### src/rtl/pc_branch_sequencer_pkg.sv
// -----------------------------------------------------------------------------
// pc_branch_sequencer_pkg
// Shared definitions for the PC / branch sequencer: sequencer state encoding
// and default widths / reset value used by the top and its resolve sub-block.
// -----------------------------------------------------------------------------
package pc_branch_sequencer_pkg;

   localparam int              DEFAULT_ADDR_W   = 16;       // PC width (word-addressed)
   localparam int              DEFAULT_OFF_W    = 8;        // signed branch offset width
   localparam logic [15:0]     DEFAULT_RESET_PC = 16'h0000; // PC loaded on reset
   localparam int              JADDR_W          = 12;       // jump target low bits
   localparam int              CNT_W            = 16;       // redirect counter width

   typedef enum logic [1:0] {
      ST_BOOT = 2'd0,
      ST_RUN  = 2'd1,
      ST_HALT = 2'd2
   } state_t;

endpackage

### src/rtl/pc_branch_sequencer_branch_resolve.sv
// -----------------------------------------------------------------------------
// pc_branch_sequencer_branch_resolve
// Purely combinational branch/jump resolution for the current PC.
// Ports:
//   pc_i        current PC
//   beq_i/bne_i decoded conditional branch kinds
//   zero_i      ALU zero flag
//   jump_i      decoded unconditional jump
//   imm_off_i   signed branch offset in words
//   jump_addr_i low bits of the jump target
//   pc_plus1_o  sequential successor of pc_i
//   next_pc_o   selected next PC (jump > taken branch > PC+1)
//   redirect_o  jump or taken branch selected
//   err_o       BEQ and BNE decoded together (illegal encoding)
// -----------------------------------------------------------------------------
module pc_branch_sequencer_branch_resolve
   import pc_branch_sequencer_pkg::*;
#(
   parameter int ADDR_W = DEFAULT_ADDR_W,
   parameter int OFF_W  = DEFAULT_OFF_W
) (
   input  logic [ADDR_W-1:0]  pc_i,
   input  logic               beq_i,
   input  logic               bne_i,
   input  logic               zero_i,
   input  logic               jump_i,
   input  logic [OFF_W-1:0]   imm_off_i,
   input  logic [JADDR_W-1:0] jump_addr_i,
   output logic [ADDR_W-1:0]  pc_plus1_o,
   output logic [ADDR_W-1:0]  next_pc_o,
   output logic               redirect_o,
   output logic               err_o
);

   logic              taken;
   logic [ADDR_W-1:0] offset_sext;

   // NOTE: every signal written in an always_comb gets a value on every path
   // (defaults first), otherwise synthesis infers a latch.
   always_comb begin
      pc_plus1_o  = pc_i + ADDR_W'(1);
      offset_sext = {{(ADDR_W-OFF_W){imm_off_i[OFF_W-1]}}, imm_off_i};
      err_o       = beq_i & bne_i;
      // Both conditions decoded at once is meaningless; treat as no branch.
      taken       = ((beq_i & zero_i) | (bne_i & ~zero_i)) & ~err_o;
      redirect_o  = jump_i | taken;

      next_pc_o = pc_plus1_o;
      if (jump_i) begin
         // Jump keeps the page (upper bits) of the sequential successor.
         next_pc_o = {pc_plus1_o[ADDR_W-1:JADDR_W], jump_addr_i};
      end else if (taken) begin
         next_pc_o = pc_plus1_o + offset_sext;   // wraps modulo 2^ADDR_W
      end
   end

endmodule

### src/rtl/pc_branch_sequencer.sv
// -----------------------------------------------------------------------------
// pc_branch_sequencer
// Owns the registered program counter feeding instruction memory. Resolves
// BEQ/BNE/Jump against the ALU zero flag, supports stall (En), halt/resume and
// a one-cycle boot state after reset.
// Ports:
//   CLK, RST        clock (rising edge), asynchronous active-high reset
//   En              advance enable in RUN; 0 holds PC, counter and state
//   BEQ, BNE, Zero_I, Jump, Imm_Off, Jump_Addr   branch/jump decision inputs
//   Halt_I          halt request (honoured in RUN only)
//   Resume_I        resume request (honoured in HALT only)
//   PC_O            current PC / IMEM address
//   Fetch_Valid_O   PC_O is a valid fetch (RUN)
//   Branch_Taken_O  combinational: redirect selected this cycle
//   Halted_O        sequencer is in HALT
//   Err_O           sticky: BEQ and BNE seen together in RUN
//   Redirect_Cnt_O  saturating count of taken branches and jumps
// -----------------------------------------------------------------------------
module pc_branch_sequencer
   import pc_branch_sequencer_pkg::*;
#(
   parameter int                ADDR_W   = DEFAULT_ADDR_W,
   parameter logic [ADDR_W-1:0] RESET_PC = ADDR_W'(DEFAULT_RESET_PC),
   parameter int                OFF_W    = DEFAULT_OFF_W
) (
   input  logic               CLK,
   input  logic               RST,
   input  logic               En,
   input  logic               BEQ,
   input  logic               BNE,
   input  logic               Zero_I,
   input  logic               Jump,
   input  logic [OFF_W-1:0]   Imm_Off,
   input  logic [JADDR_W-1:0] Jump_Addr,
   input  logic               Halt_I,
   input  logic               Resume_I,
   output logic [ADDR_W-1:0]  PC_O,
   output logic               Fetch_Valid_O,
   output logic               Branch_Taken_O,
   output logic               Halted_O,
   output logic               Err_O,
   output logic [CNT_W-1:0]   Redirect_Cnt_O
);

   state_t             state_q, state_d;
   logic [ADDR_W-1:0]  pc_q, pc_d;
   logic [CNT_W-1:0]   cnt_q, cnt_d;
   logic               err_q, err_d;
   logic               fetch_valid_q, fetch_valid_d;
   logic               halted_q, halted_d;

   logic [ADDR_W-1:0]  pc_plus1;
   logic [ADDR_W-1:0]  next_pc;
   logic               redirect;
   logic               both_cond;

   pc_branch_sequencer_branch_resolve #(
      .ADDR_W (ADDR_W),
      .OFF_W  (OFF_W)
   ) u_resolve (
      .pc_i        (pc_q),
      .beq_i       (BEQ),
      .bne_i       (BNE),
      .zero_i      (Zero_I),
      .jump_i      (Jump),
      .imm_off_i   (Imm_Off),
      .jump_addr_i (Jump_Addr),
      .pc_plus1_o  (pc_plus1),
      .next_pc_o   (next_pc),
      .redirect_o  (redirect),
      .err_o       (both_cond)
   );

   always_comb begin
      state_d        = state_q;
      pc_d           = pc_q;
      cnt_d          = cnt_q;
      err_d          = err_q;
      Branch_Taken_O = 1'b0;

      case (state_q)
         ST_BOOT: state_d = ST_RUN;   // PC stays RESET_PC; first fetch happens in RUN
         ST_RUN: begin
            if (both_cond) err_d = 1'b1;
            if (En) begin
               if (Halt_I) begin
                  state_d = ST_HALT;   // PC held on the halt instruction
               end else begin
                  pc_d = next_pc;
                  if (redirect) begin
                     Branch_Taken_O = 1'b1;
                     if (cnt_q != '1) cnt_d = cnt_q + CNT_W'(1);
                  end
               end
            end
         end
         ST_HALT: begin
            // En has no effect here; only a resume wakes the sequencer.
            if (Resume_I) begin
               state_d = ST_RUN;
               pc_d    = pc_plus1;
            end
         end
         default: state_d = ST_BOOT;
      endcase

      fetch_valid_d = (state_d == ST_RUN);
      halted_d      = (state_d == ST_HALT);
   end

   // NOTE: sequential state uses non-blocking assignments so every flop samples
   // the pre-edge values, independent of statement order.
   always_ff @(posedge CLK or posedge RST) begin
      if (RST) begin
         state_q       <= ST_BOOT;
         pc_q          <= RESET_PC;
         cnt_q         <= '0;
         err_q         <= 1'b0;
         fetch_valid_q <= 1'b0;
         halted_q      <= 1'b0;
      end else begin
         state_q       <= state_d;
         pc_q          <= pc_d;
         cnt_q         <= cnt_d;
         err_q         <= err_d;
         fetch_valid_q <= fetch_valid_d;
         halted_q      <= halted_d;
      end
   end

   assign PC_O           = pc_q;
   assign Fetch_Valid_O  = fetch_valid_q;
   assign Halted_O       = halted_q;
   assign Err_O          = err_q;
   assign Redirect_Cnt_O = cnt_q;

endmodule

### config.mk
export PLATFORM = sky130hd
export DESIGN_NAME = pc_branch_sequencer
export DESIGN_NICKNAME = d
export VERILOG_FILES = /design/src/rtl/pc_branch_sequencer_pkg.sv /design/src/rtl/pc_branch_sequencer_branch_resolve.sv /design/src/rtl/pc_branch_sequencer.sv
export SDC_FILE = /design/constraint.sdc
export NUM_CORES = 1
export LEC_CHECK = 0
export CORE_ASPECT_RATIO = 0.75
export CORE_MARGIN = 2
export CORE_UTILIZATION = 50
export CTS_BUF_LIST = sky130_fd_sc_hd__clkbuf_4 sky130_fd_sc_hd__clkbuf_8
export DETAILED_ROUTE_END_ITERATION = 8
export GPL_ROUTABILITY_DRIVEN = 0
export PLACE_DENSITY = 0.85
export SYNTH_ARGS = -nofsm -noshare
export SYNTH_HDL_FRONTEND = slang
export SYNTH_SLANG_ARGS = --single-unit
### constraint.sdc
create_clock -name CLK -period 4.2 [get_ports CLK]
set_input_delay 0.84 -clock CLK [delete_from_list [all_inputs] [get_ports CLK]]
set_output_delay 0.84 -clock CLK [all_outputs]
set_load 0.005 [all_outputs]
After elaboration in Yosys (flattened, before gate mapping). Cells that the tools add are included.

Muxes and demuxes: 14. Magnitude comparators: 0. Div/mod/pow operators: 0. $mul: 0. Add/sub/neg operators: 3. Shift operators: 0. Reductions and logical operators: 5. Eq/ne operators: 8. Bitwise logic cells: 9.

Operators by type and width (count): 16-bit 2-to-1 mux (5); 16-bit by 1-bit adder with 16-bit output (second input constant) (2); 16-bit one-hot mux with 2 select lines (1); 16-bit adder (1); 16-bit != test (second input constant) (1); 2-bit 2-to-1 mux (3); 2-bit != test (second input constant) (3); 2-bit one-hot mux with 3 select lines (1); 5-bit AND reduction (1); 1-bit AND (4); 2-bit by 1-bit == test with 1-bit output (second input constant) (2); 2-bit == test (second input constant) (2); 1-bit 2-to-1 mux (4); 4-bit AND reduction (1); 1-bit NOT (3); 2-bit logical NOT (1); 1-bit OR (2); 2-bit AND reduction (1); 2-bit nonzero test (1).

Latch bits: 0. Memories kept: 0. Bits in read-only memories: 0. RAM bits: 0. Flip-flop bits (word level): 37.

Longest topological paths before layout.
Depth in word-level cells: 9. Mapped depth: 12. Depth with buffers taken out: 12.

By module. A second synthesis with hierarchy kept.

Cell total of the unflattened synthesis: 355. Area, all modules: 3206.8 um2.

Modules (own cells, without submodules): pc_branch_sequencer (cells each 161, area an instance 1799.2 um2, times used 1); pc_branch_sequencer_branch_resolve (cells each 194, area an instance 1407.6 um2, times used 1).

Least setup slack after synthesis. Ideal clock, no wire load.

Kind: reg-to-reg. From: register pc_q[2], in the netlist PC_O[2]. To: register pc_q[15], in the netlist PC_O[15]. Stages on the path, launching flop included: 13. Arrival time: 2.758 ns. Period minus slack after synthesis: 2.883 ns. Slack: 1.317 ns. Required time: 4.076 ns. Cells stage by stage: dfrtp_1 and4_4 nand4_2 nor2_1 xor2_1 ha_1 a21oi_1 o21ai_0 a221oi_1 a2111oi_4 a211oi_1 mux2i_1 o21ai_1.

Word-level cells in the longest chain between the ends: 7.

RTL lines: start: declaration (line pc_branch_sequencer.sv:46) `logic [ADDR_W-1:0] pc_q, pc_d;`; start signal: assignment (line pc_branch_sequencer.sv:123) `pc_q <= pc_d;`; 16-bit by 1-bit adder with 16-bit output * (line pc_branch_sequencer_branch_resolve.sv:41) `pc_plus1_o = pc_i + ADDR_W'(1);`; 16-bit adder (line pc_branch_sequencer_branch_resolve.sv:53) `next_pc_o = pc_plus1_o + offset_sext;`; 16-bit 2-to-1 mux (line pc_branch_sequencer_branch_resolve.sv:52) `end else if (taken) begin`; 16-bit 2-to-1 mux (line pc_branch_sequencer_branch_resolve.sv:49) `if (jump_i) begin`; 16-bit 2-to-1 mux (line pc_branch_sequencer.sv:86) `if (Halt_I) begin`; 16-bit 2-to-1 mux (line pc_branch_sequencer.sv:85) `if (En) begin`; 16-bit one-hot mux with 2 select lines * (line pc_branch_sequencer.sv:81) `case (state_q)`.

Every way passes the cells marked *; elsewhere a longest branch is shown, timed or not. The select of a mux whose other input is x is not followed. A chain may end at the register's enable or synchronous reset.

Worst setup path in the final report.
From: register pc_q[0], in the netlist PC_O[0]. To: register pc_q[15], in the netlist PC_O[15].

Same word-level chain as after synthesis.

==> results <==
- The routed via count is 2768.
- The main flop type after synthesis is dfrtp_1.
- The die width is 92.64 um.
- After detailed placement, the total cell area comes to about 3600 um^2.
- In the routed layout, each cell is associated on average with a via count of 5.915.
- Timing would allow up to about 290 MHz.
- In the post-synthesis netlist, the biggest area contributors are dfrtp_1 (31%), ha_1 (8.9%), xnor2_1 (5.9%).
- The final total negative setup slack is 0 ns.
- Data arrives at the worst endpoint at ~3.7 ns.
- The synthesized design contains 0 enable-type register cells.
- The number of clock buffers added by TritonCTS is 5.
- The synthesis-stage register bit count is 37.
- The worst hold-check path type is reg -> reg.
- The number of slew-limit violations in the final report was 0.
- Of the cells placed in the final design, the portion with a size suffix greater than 1 is 0.08205.
- In the final routed layout, each cell accounts on average for 16.27 um.
- Of the total synthesized cell area, the portion taken by full adders, half adders and majority gates is 0.09597.
- The reported leakage power is about 0.0016 uW.
- At the worst endpoint, the required time is ~4.4 ns.
- Along the worst path, the maximum fanout reaches 6.
- The slew at the pin with the worst max-slew slack is 1.051 ns.
- The quantity of I/O buffers inserted on ports is between 60 and 70.
- CTS saw 37 sinks.
- In this run the power density over the cells is slightly below 600 nW/um^2.
- The count of different cell masters after synthesis is 63.
- The total I/O pin count is between 60 and 70.
- The final instance area is around 3700 um^2.
- The pin count of the biggest net entering global routing is 28.
- The later pin in the worst-skew pair is clocked with a latency of just over 0.3 ns.
- The synthesized-area fraction occupied by and/or/nand/nor cells is 0.2208.
- Of the synthesized area, sequential elements account for 0.3142.
- The number of maximum-capacitance violations is 0.
- Counting I/O delays and the setup requirement, the final critical path takes about 3.5 ns.
- The total die area is 6529 um^2.
- The filler cell count is 469.
- The synthesized netlist net count is between 300 and 400.
- The CTS H-tree depth is 2.
- Post-CTS repair changed the size of 0 cells.
- Detailed placement finished with a half-perimeter wire length of 5753 um.
- The final wirelength is 7614 um.
- The critical path goes through ha_1 > nand4_2 > nor2_1 > xor2_1 > ha_1 > a21oi_1 > o21ai_0 > a221oi_1 > a2111oi_4 > a211oi_1 > mux2i_1 > o21ai_1.
- The diode insertion count for antenna repair is 0.
- The number of rows in the core area is 24.
- The Yosys warning count is 0.
- In this run the deepest clock path goes through 2 buffers.
- The cell type contributing the most total cell area after synthesis is dfrtp_1.
- The initial antenna violation count came to 0.
- Setup violations remaining at the end of the flow were counted as 0.
- The total track usage is 0.2453.
- The first global-routing pass estimated between 10000 and 15000 um of wire.
- For this configuration, the core starts out at a cell density of 0.5111.
- The buffer type at the clock tree root is clkbuf_8.
- The worst setup path is launched from a flip-flop.
- Clock-pin slew was measured on the worst setup and hold paths at 0.09 ns.
- After clock tree synthesis, the flow added hold-fix buffers numbering 0.
- The number of violations reported at the end of detailed-routing iteration 0 is about 280.
- The net count of the finished layout is 440.
- The cell seen most often among critical-path stages is ha_1.
- The number of nets with antenna violations after detailed routing is 0.
- The worst setup path is of the reg -> reg kind.
- The synthesized-area fraction occupied by ao, oa, aoi and oai cells came to 0.2038.
- Setup repair after global routing left no endpoint under its margin.
- The run finished with clean final reports.
- Compared with the post-synthesis result, the final layout area differs by 26.33%.
- The final worst-path cycle share is 0.8309.
- Of all flip-flops after synthesis, the portion carrying an async set or reset was 1.000.
- Measured against its own limit, the worst slew margin works out to 0.2987.
- The mapped cell area is approximately 2900 um^2.
- For this run, design rule violations remaining after detail routing come to 0.
- The worst setup path is captured at a flip-flop.
- The total area inside the core boundary comes to between 5000 and 6000 um^2.
- Synthesis produced roughly 320 cells.
- On the final layout, the worst clock skew is 0.009426 ns.
- The number of iterations in the first detailed-routing pass is 5.
- The via count of the first global-routing pass came to between 2k and 3k.
- The worst-case vdd ir drop is 327.6 uV.
- Post-CTS timing repair inserted 0 buffers for setup.
- Of the post-synthesis cell area, the dominant cell type holds 0.3142.
- The delay of the slowest cell on the worst path is about 0.45 ns.
- The global-route congestion overflow total is 0.
- The xor/xnor cell area share of the yosys netlist is 0.1100.
- The number of hold-slack violations in the final timing report is 0.
- The portion of netlist area occupied by mux cells is 0.01062.
- The TritonCTS clock tree is done.
- The post-synthesis area per instance is between 9 and 10 um^2.
- The dominant combinational cell family by area after synthesis is simple AND/OR/NAND/NOR gates.
- The worst-path cell with the longest stage delay is dfrtp_1.
- The die is ~70 um tall.
==> cells in the mapped netlist, types with 2 or more instances <==
master	n
or3_1	2
a211oi_1	3
and3_1	5
nand3_2	2
xnor2_1	20
clkbuf_1	2
o22ai_1	5
a2bb2oi_1	2
buf_6	5
a31oi_1	3
nor2_1	29
a2111o_1	2
a222oi_1	6
xor2_1	17
a221oi_1	4
a21oi_1	21
and4_1	2
a211o_1	2
and2_2	2
o221ai_1	3
inv_2	2
nand3_1	16
nand2b_1	6
and2_1	2
o21ai_1	4
mux2i_1	2
dfrtp_1	37
inv_1	11
nand2_1	25
a21o_1	5
nand4_1	7
ha_1	21
o21ai_0	11
nor3_1	8
==> final timing paths <==
check / from / endpoint / slack (ns) / cells after the start
min reg2reg: Redirect_Cnt_O[7] / Redirect_Cnt_O[7] / 0.50 / 1
max: PC_O[0] / PC_O[15] / 0.71 / 12
min in group asynchronous: RST / state_q[1] / 1.11 / 2
max reg2reg: PC_O[0] / PC_O[15] / 0.71 / 12
min: Redirect_Cnt_O[7] / Redirect_Cnt_O[7] / 0.50 / 1
max in group asynchronous: RST / PC_O[15] / 2.34 / 3
==> metal layers <==
metal	global-route usage	vias up	share of wire
li1	-	1331	-
met1	0.3482	1322	0.47
met2	0.3706	101	0.46
met3	0.04315	14	0.054
met4	0.1013	0	0.015
met5	0	-	0
==> stage by stage <==
stage	util	std cells	hold WS [ns]	total power [uW]	worst slack (ns)
floorplan	-	323	0.4602	1450	1.317
global placement	0.6300	460	0.4758	1811	0.6035
detailed placement	0.6300	460	0.4826	1860	0.5587
CTS	0.6456	468	0.4980	2144	0.7641
global route	0.6456	468	0.5187	2329	0.3859
finish	0.6456	468	0.4991	2159	0.7101
==> final cells by class <==
type / count / area (um^2) / area share
clock buffers: 5 / 68.82 / 0.01849
clock inverters: 3 / 21.27 / 0.005714
inverters: 13 / 48.80 / 0.01311
multi-input cells: 264 / 1889 / 0.5076
flip-flops and latches: 37 / 925.9 / 0.2487
well taps: 78 / 97.59 / 0.02622
repair buffers: 68 / 670.6 / 0.1802
==> cells by family after synthesis <==
group | Yosys count
muxes | 3
buffers and inverters | 22
AOI/OAI and AO/OA | 84
xor gates and xnor gates | 37
adders and majority gates | 22
and+or+nand+nor | 118
DFF | 37
==> worst max-delay path, delay by kind of cell (launching register included) <==
family	cells	cell delay, ns
DFF	1	0.45
xor gates and xnor gates	1	0.27
adders and majority gates	2	0.71
muxes	1	0.22
AOI/OAI and AO/OA	6	1.26
and+or+nand+nor	2	0.45
==> cells in the final DEF (no fill, tap or decap), types with 6 or more instances in the layout <==
cell type        count
nor3_1               8
a222oi_1             6
nand4_1              7
nand2b_1             6
clkdlybuf4s50_1     64
xnor2_1             20
o21ai_0             11
nand2_1             25
nand3_1             16
xor2_1              17
inv_1               11
ha_1                21
a21oi_1             21
dfrtp_1             37
nor2_1              29
==> report_power, final <==
| group | total, uW | switching, uW | leakage [uW] | internal, uW |
|---|---|---|---|---|
| Combinational | 1280 | 658 | 0.00108 | 623 |
| Sequential | 598 | 146 | 0.000446 | 452 |
| Clock | 279 | 161 | 0.0000445 | 118 |
==> state kept, by name, summed over array words and instances, names as in the netlist <==
name / flops
Err_O: 1
Fetch_Valid_O: 1
Halted_O: 1
PC_O: 16
Redirect_Cnt_O: 16
state_q: 2
Power figures use the tool's default switching activity.
